File: src/rtl/fwvexrisc_wb_pkg.sv
// rtl/fwvexrisc_wb_pkg.sv - shared state encoding and address constants for the Wishbone SRAM target
package fwvexrisc_wb_pkg;

    typedef enum logic [1:0] {
        ST_IDLE    = 2'b00,
        ST_RD_WAIT = 2'b01,
        ST_ACK     = 2'b10,
        ST_ERR     = 2'b11
    } state_t;

    // Byte address to word address shift for 32-bit words
    localparam int WORD_OFFSET = 2;

endpackage

File: src/rtl/fwvexrisc_wb_sram_target.sv
// rtl/fwvexrisc_wb_sram_target.sv - Wishbone single-beat target for a 1RW SRAM; FWVEXRISC_WB_SRAM_RDREG_EN registers read data
module fwvexrisc_wb_sram_target
    import fwvexrisc_wb_pkg::*;
#(
    parameter int          ADDR_BITS = 10,
    parameter logic [31:0] BASE_ADDR = 32'h0000_0000
) (
    input  logic                 clock,
    input  logic                 reset_n,
    input  logic [31:0]          t_adr,
    input  logic [31:0]          t_dat_w,
    output logic [31:0]          t_dat_r,
    input  logic                 t_cyc,
    input  logic                 t_stb,
    input  logic                 t_we,
    input  logic [3:0]           t_sel,
    output logic                 t_ack,
    output logic                 t_err,
    output logic                 sram_csb,
    output logic                 sram_web,
    output logic [ADDR_BITS-1:0] sram_addr,
    output logic [3:0]           sram_wmask,
    output logic [31:0]          sram_din,
    input  logic [31:0]          sram_dout
);

    localparam int HI_LSB = ADDR_BITS + WORD_OFFSET;

    state_t r_state;
    state_t w_next;
    logic   w_req;
    logic   w_in_range;
    logic   w_access;
    logic   w_unused_adr_lsbs;

    // A request is only recognised in IDLE; reset_n gating keeps the SRAM deselected during reset
    assign w_req      = (r_state == ST_IDLE) && t_cyc && t_stb && reset_n;
    assign w_in_range = (t_adr[31:HI_LSB] == BASE_ADDR[31:HI_LSB]);
    assign w_access   = w_req && w_in_range;

    assign sram_csb   = ~w_access;
    assign sram_web   = w_access ? ~t_we : 1'b1;
    assign sram_addr  = t_adr[HI_LSB-1:WORD_OFFSET];
    assign sram_wmask = t_sel;
    assign sram_din   = t_dat_w;

    assign w_unused_adr_lsbs = &{1'b0, t_adr[WORD_OFFSET-1:0]};

    // Termination is withdrawn combinationally if the initiator drops the cycle
    assign t_ack = (r_state == ST_ACK) && t_cyc;
    assign t_err = (r_state == ST_ERR) && t_cyc;

    // State register
    always_ff @(posedge clock or negedge reset_n) begin
        if (!reset_n) begin
            r_state <= ST_IDLE;
        end else begin
            r_state <= w_next;
        end
    end

    // Next-state: every beat terminates and returns to IDLE before the next one is sampled
    always_comb begin
        w_next = r_state;
        case (r_state)
            ST_IDLE: begin
                if (w_req) begin
                    if (!w_in_range) begin
                        w_next = ST_ERR;
                    end else if (t_we) begin
                        w_next = ST_ACK;
                    end else begin
`ifdef FWVEXRISC_WB_SRAM_RDREG_EN
                        w_next = ST_RD_WAIT;
`else
                        w_next = ST_ACK;
`endif
                    end
                end
            end
            ST_RD_WAIT: w_next = t_cyc ? ST_ACK : ST_IDLE;
            ST_ACK:     w_next = ST_IDLE;
            ST_ERR:     w_next = ST_IDLE;
            default:    w_next = ST_IDLE;
        endcase
    end

`ifdef FWVEXRISC_WB_SRAM_RDREG_EN
    logic [31:0] r_rdata;

    // Capture SRAM output in the wait cycle so the bus sees a flop, not the macro output
    always_ff @(posedge clock or negedge reset_n) begin
        if (!reset_n) begin
            r_rdata <= 32'h0;
        end else if (r_state == ST_RD_WAIT) begin
            r_rdata <= sram_dout;
        end
    end

    assign t_dat_r = t_ack ? r_rdata : 32'h0;
`else
    assign t_dat_r = t_ack ? sram_dout : 32'h0;
`endif

endmodule
File: config.mk
export PLATFORM = sky130hd
export DESIGN_NAME = fwvexrisc_wb_sram_target
export DESIGN_NICKNAME = d
export VERILOG_FILES = /design/src/rtl/fwvexrisc_wb_pkg.sv /design/src/rtl/fwvexrisc_wb_sram_target.sv
export SDC_FILE = /design/constraint.sdc
export NUM_CORES = 1
export LEC_CHECK = 0
export BUFFER_PORTS_ARGS = -buffer_cell sky130_fd_sc_hd__buf_2
export CAP_MARGIN = 0
export CORE_AREA = 2 2 72 74
export CTS_BUF_LIST = sky130_fd_sc_hd__clkbuf_8 sky130_fd_sc_hd__clkbuf_16
export DETAILED_ROUTE_END_ITERATION = 12
export DIE_AREA = 0 0 74 76
export PLACE_DENSITY_LB_ADDON = 0.2
export SETUP_SLACK_MARGIN = 0.05
export SYNTH_ARGS = -nofsm -noshare
export SYNTH_HDL_FRONTEND = slang
export SYNTH_SLANG_ARGS = --single-unit
File: constraint.sdc
create_clock -name clock -period 1.2 [get_ports clock]
set_input_delay 0 -clock clock [delete_from_list [all_inputs] [get_ports clock]]
set_output_delay 0 -clock clock [all_outputs]
set_load 0.05 [all_outputs]
Word-level counts from Yosys, hierarchy flattened
Index checks and enable logic that the tools add are counted.
{"block": "word_totals", "output_inout_bits": 82, "register_bits": 2, "input_bits": 105}
{"block": "classes", "mux": 6, "n_bitwise": 2, "eq_ne": 4, "n_reduce_logical": 9}
{"operator": "two-way mux 32 bit", "count": 1}
{"operator": "logical NOT 20 bit", "count": 1}
{"operator": "logical AND 1 bit", "count": 6}
{"operator": "one-hot mux 2 bit (3 select lines)", "count": 1}
{"operator": "equality test 2 bit (second input constant)", "count": 2}
{"operator": "two-way mux 2 bit", "count": 2}
{"operator": "equality test 2 x 1 -> 1 bit (second input constant)", "count": 1}
{"operator": "logical NOT 2 bit", "count": 1}
{"operator": "two-way mux 1 bit", "count": 2}
{"operator": "inequality test 2 bit (second input constant)", "count": 1}
{"operator": "NOT 1 bit", "count": 2}
{"operator": "OR reduction 2 bit", "count": 1}

Longest topological paths before layout
Gate-level depths: netlist (run 1).
{"block": "depth", "depth_word": 6, "mapped_depth": 4, "depth_no_buf": 3}

Worst setup path after synthesis (run 1)
No wires, ideal clock.
{"block": "synth_timing", "path_kind": "reg2out", "startpoint": "reg r_state[0]", "endpoint": "out t_dat_r[22]", "path_stages_with_launch": 4, "path_slack_ns": -0.219, "arrival_ns": 1.419, "required_ns": 1.200, "cell_sequence": "dfrtp_1 -> nor2_1 -> buf_2 -> and2_1"}
{"block": "synth_via", "elab_chain_len": 3}
{"item": "start, declared", "line_no": "fwvexrisc_wb_sram_target.sv:29", "rtl": "state_t r_state;"}
{"item": "start signal, assigned", "line_no": "fwvexrisc_wb_sram_target.sv:58", "rtl": "r_state <= w_next;"}
{"item": "equality test 2 bit", "line_no": "fwvexrisc_wb_sram_target.sv:50", "rtl": "assign t_ack = (r_state == ST_ACK) && t_cyc;"}
{"item": "logical AND 1 bit", "line_no": "fwvexrisc_wb_sram_target.sv:50"}
{"item": "via t_ack", "line_no": "fwvexrisc_wb_sram_target.sv:17", "rtl": "output logic t_ack,"}
{"item": "two-way mux 32 bit", "line_no": "fwvexrisc_wb_sram_target.sv:102", "rtl": "assign t_dat_r = t_ack ? sram_dout : 32'h0;"}
{"item": "end, declared", "line_no": "fwvexrisc_wb_sram_target.sv:12", "rtl": "output logic [31:0] t_dat_r,"}
The timed path passes the listed nets, and every way through them passes these cells.

Final worst setup path (run 1)
{"block": "layout_timing", "startpoint": "reg r_state[1]", "endpoint": "out sram_web"}
{"block": "layout_via", "elab_chain_len": 6}
{"item": "logical NOT 2 bit", "line_no": "fwvexrisc_wb_sram_target.sv:37", "rtl": "assign w_req = (r_state == ST_IDLE) && t_cyc && t_stb && reset_n;"}
{"item": "logical AND 1 bit (3 in a row)", "line_no": "fwvexrisc_wb_sram_target.sv:37"}
{"item": "logical AND 1 bit", "line_no": "fwvexrisc_wb_sram_target.sv:39", "rtl": "assign w_access = w_req && w_in_range;"}
{"item": "two-way mux 1 bit", "line_no": "fwvexrisc_wb_sram_target.sv:42", "rtl": "assign sram_web = w_access ? ~t_we : 1'b1;"}
{"item": "end, declared", "line_no": "fwvexrisc_wb_sram_target.sv:20", "rtl": "output logic sram_web,"}
No other way between the ends.

==> flow_summary.ini, run 1 <==
[timing]
fin_ws_ps = -64.0
fmax_ghz = 0.791
period_needed_ps = 1260
fin_crit_sh_pct = 105
grt_setup_unrepaired = yes
setup_tns_ps = -1520
maxSlewHeadroom_pct = 84.1
tightest_slew_ps = 236
drv_slew = 0
finalSetupViolations = 35
finClkSkew_ps = 1.30
finalHoldViolations = 0

[power]
peakVddDrop_mv = 0.303
p_int_uw = 438
p_seq_share_pct = 11.5
p_leak_nw = 0.681
combPwrFrac_pct = 48.4
p_sw_uw = 205
power.density_nw_per_um2 = 485
clockPowerShare_pct = 40.1
switching_share_pct = 31.9

[clock_tree]
clock_latency_ps = 210
clk_pin_slew_ps = 30
clock_path_buffers = 2
cts_tree = yes
root_buffer = clkbuf_8
cts_max_level = 1
numCtsBuffers = 3
cts.sinks = 2

[place]
gp_congestion = 0.705
pre_cts_ws_ps = 60.3
portBuffers = 92
place_area_um2 = 991
post-dp-hpwl_um = 2190

[logic_synthesis]
syn_avg_cell_area_um2 = 7.24
synthCells = 100
synth_nets = 205
yosysSeqAreaShare_pct = 6.91
ys_types = 17
ys_warn_count = 0
synth_area_um2 = 724
synth_seq_cells = 2

[cells_and_area]
nNetsFinal = 256
reg_top3 = r_state: 2 flops
largest_reg_flops = 2
n_antenna_cell = 0
drive_gt1_share_pct = 88.6
multi_input_area_um2 = 373
filler_cell_count = 511
regArea_um2 = 50.0
area_delta_synth_final_pct = 83.1
top_register = r_state
post-route-cell-area_um2 = 1330

[global_route]
grt_overflow = 0
grt_pass1_vias = 797
grt_max_degree = 34
track_usage_pct = 8.70
antenna_found_initial = 0
grt_pass1_wl_um = 3780

[floorplan]
start_util_pct = 14.7
boundaryPins = 187
row_count = 26
dieArea_um2 = 5620
core_um2 = 4910
die_x_um = 74
die_h_um = 76

[critical_path]
ff2ff_setup_slack_ps = 190
start_kind = register
timing.rr.start = r_state[1]
crit_type = register to primary output
worstPathMaxFanout = 4
cp-end-kind = primary output
crit_arrival_ps = 1260
r2r-end = r_state[0]
cp.required_ps = 1200
r2r_cells = 3

[min_path]
hold_end = sram_addr[8]
min-delay-start = t_adr[10]
holdPathStages = 0
hold_path.class = primary input to primary output

[run]
cap_violations = 0

[drt]
wl_met3_um = 493
route.vias.total = 784
drt_pass1_iterations = 4
routed_wl_um = 2670
wl_per_cell_um = 12.2
dr.max_layer_used = met4
viasPerCell = 3.58
wl_met1_um = 776
drt_iter0_drc = 6
drtAntennaViolNets = 0
dr_wl_met2_um = 1320
drc_errors = 0

[run_status]
status = finished, violations left
violations = setup timing
-- routing by layer --
layer | up-vias | GRT usage (%)
li1 | 369 | -
met4 | 0 | 6.00
met3 | 6 | 3.84
met2 | 80 | 15.3
met5 | - | 0
met1 | 329 | 7.64
-- synthesized netlist by cell type (all sizes together) --
library cell	n	area [µm²]
or4	2	22.5
a21boi	1	7.51
buf	47	350
nand3b	1	7.51
nand2	1	3.75
nand3	1	5.00
nand4	1	6.26
and3	2	12.5
nand4b	1	8.76
dfrtp	2	50.1
nor2	3	18.8
and2	32	200
nor4	3	18.8
o21ai	1	5.00
clkbuf	2	7.51
-- cells in the final DEF, fill, tap and decap left out --
cell and count:
buf_2 58, and2_2 21, buf_6 17, buf_8 17, and2_4 8, and2_1 3, nor4_1 3, clkbuf_8 3
nor2_2 2, and3_1 2, or4_4 2, dfrtp_1 2, nand2_1 1, nand4b_1 1, nor2_4 1, nand3_2 1
nand4_1 1, nand3b_1 1, o21ai_0 1, a21boi_1 1, dlygate4sd3_1 1, buf_12 1, buf_4 1
-- power groups by stage --
stage | combinational, mW | clock [mW] | sequential (mW)
after floorplan | 0.552 | 0 | 0.0744
after global placement | 0.262 | 0 | 0.0744
after detailed placement | 0.261 | 0 | 0.0744
after CTS | 0.307 | 0.266 | 0.0738
after global routing | 0.332 | 0.273 | 0.0744
final | 0.311 | 0.258 | 0.0739
-- worst max path at each step --
| stage | start | end | slack (ps) | cells after the start |
|---|---|---|---|---|
| 6_report | r_state[1] | sram_web | -60 | 4 |
| 2_1_floorplan | r_state[0] | t_dat_r[22] | -20 | 3 |
| 3_5_place_dp | r_state[1] | t_dat_r[18] | 60 | 5 |
| 3_3_place_gp | r_state[1] | t_dat_r[18] | 60 | 5 |
| 5_1_grt | r_state[1] | t_dat_r[18] | -150 | 5 |
| 4_1_cts | r_state[1] | t_dat_r[18] | -70 | 5 |
-- cell type report --
cell class	count	area share [%]
clock buffer	3	3.11
multi-input combinational	49	28.1
sequential	2	3.77
timing repair buffer	95	58.4
tap	70	6.60
-- timing repair --
item	4_1_cts	5_1_grt
setup buffers	0	0
endpoints found under the hold margin	2	0
resized for setup	78	9
pin swaps	1	0
setup endpoints to repair	35	35
hold buffers	1	0
-- worst max-delay path, cell delays in order, from the launching register on --
cell	delay, ps
dfrtp_1	380
nand4b_1	220
nor2_2	170
nand4_1	120
buf_6	170
-- kinds of logic after synthesis --
logic type	share of synthesized area, %
buffers and inverters	49.4
AND/OR/NAND/NOR	42.0
flip-flops	6.91
AO/OA/AOI/OAI	1.73
-- through the flow --
stage,instances,total power [mW],hold slack (ps),utilization [%]
detailed placement,215,0.335,-204,20.2
global route,219,0.679,0.0718,27.0
global placement,215,0.336,-204,20.2
CTS,219,0.647,0.341,26.3
floorplan,100,0.626,-296,-
finish,219,0.643,0.0166,27.0
No activity file was read; power rests on OpenSTA's default activity.
==> run 2: changes to the inputs <==
- SKIP_CTS_REPAIR_TIMING: default -> 1
==> flow_summary.ini, run 2 (synthesis results as in run 1) <==
[run_status]
status = finished, violations left
violations = setup timing

[cells_and_area]
post-route-cell-area_um2 = 1320
post-route-util_pct = 26.8
top_register = r_state
reg_top3 = r_state: 2 flops
drive_gt1_share_pct = 88.6
n_antenna_cell = 0
final_common_cell = buf_2
nNetsFinal = 256
largest_reg_flops = 2
filler_cell_count = 512
area_delta_synth_final_pct = 81.5
mostFrequentLayoutCells = buf_2 (58), and2_2 (21), buf_6 (18), buf_8 (15), and2_4 (8)

[critical_path]
crit_path_cell_trace = nand2_1, nor2_2, buf_12, and2_2, buf_4
slowest_stage = dfrtp_1
crit_arrival_ps = 1270
crit_type = register to primary output
path_buf_inv = 2
r2r_cells = 3
critical-path-top-delay-family = buffers and inverters
start_kind = register
worstPathMaxFanout = 33
cpPeakStageDelay_ps = 350
worst-path-stages = 5
cp.required_ps = 1200
cp-end-kind = primary output

[global_route]
grt_pass1_wl_um = 3420
grt_overflow = 0
track_usage_pct = 7.93
antenna_found_initial = 0
grt_pass1_vias = 733
grt_max_degree = 34

[floorplan]
boundaryPins = 187
start_util_pct = 14.7
core_um2 = 4910
die_x_um = 74
row_count = 26
dieArea_um2 = 5620
die_h_um = 76

[power]
peakVddDrop_mv = 0.303
power.density_nw_per_um2 = 487
p_leak_nw = 0.678

[place]
gp_congestion = 0.705
portBuffers = 92
post-dp-hpwl_um = 2190
place_area_um2 = 991

[clock_tree]
numCtsBuffers = 3
cts_max_level = 1
clk_pin_slew_ps = 30
cts_tree = yes
root_buffer = clkbuf_8
clock_latency_ps = 210
clock_path_buffers = 2
cts.sinks = 2

[drt]
drc_errors = 0
drtAntennaViolNets = 0
wl_per_cell_um = 11.9
drt_iter0_drc = 16
drt_pass1_iterations = 4
routed_wl_um = 2600
viasPerCell = 3.58
route.vias.total = 785

[timing]
finClkSkew_ps = 1.33
fmax_ghz = 0.790
period_needed_ps = 1270
finalHoldViolations = 0
tightest_slew_ps = 237
finalSetupViolations = 34
grt_setup_unrepaired = yes
maxSlewHeadroom_pct = 84.1
fin_ws_ps = -66.4
fin_crit_sh_pct = 106
drv_slew = 0

[min_path]
holdPathStages = 0
hold_path.class = primary input to primary output

[run]
cap_violations = 0
[run 2: cell count changes in the layout (fill, tap and decap cells not counted)]
cell / change
buf_8: -2
buf_4: +1
buf_6: +1
[run 2: metal layers]
metal	GRT usage, %	part of all wire (%)	vias up
li1	-	-	369
met1	6.43	30	330
met2	14.0	48	80
met3	3.84	19	6
met4	6.00	2.8	0
met5	0	0	-
[run 2: worst paths after layout]
| path | from | endpoint | slack (ps) |
|---|---|---|---|
| worst min register to register | r_state[1] | r_state[1] | 580 |
| worst max-delay path | r_state[1] | t_dat_r[8] | -70 |
| worst max register to register | r_state[1] | r_state[0] | 200 |
| max in group asynchronous | reset_n | r_state[1] | 940 |
| worst min-delay path | t_adr[10] | sram_addr[8] | 0.02 |
| min in group asynchronous | reset_n | r_state[0] | 130 |
[run 2: area by class of cell]
class                      count  area (µm²)  share of cell area, %
multi-input combinational     49         373                   28.4
timing repair buffer          95         763                   58.0
clock buffer                   3        41.3                   3.14
tap                           70        87.6                   6.66
sequential                     2        50.0                   3.81
[run 2: through the flow]
step           TNS, ps  hold slack [ps]  power [mW]  cells  setup slack [ps]
2_1_floorplan    -16.7             -296       0.626    100             -16.7
3_3_place_gp         0             -204       0.336    215              56.1
3_5_place_dp         0             -204       0.335    215              60.3
4_1_cts          -4960             -422       0.602    218              -159
5_1_grt          -4690           0.0718       0.677    219              -168
6_report         -1170           0.0166       0.640    219             -66.4
[run 2: power by group]
group | internal, mW | switching [mW] | total, mW
clock network | 0.212 | 0.0465 | 0.258
registers | 0.0715 | 0.00220 | 0.0737
logic | 0.153 | 0.155 | 0.308
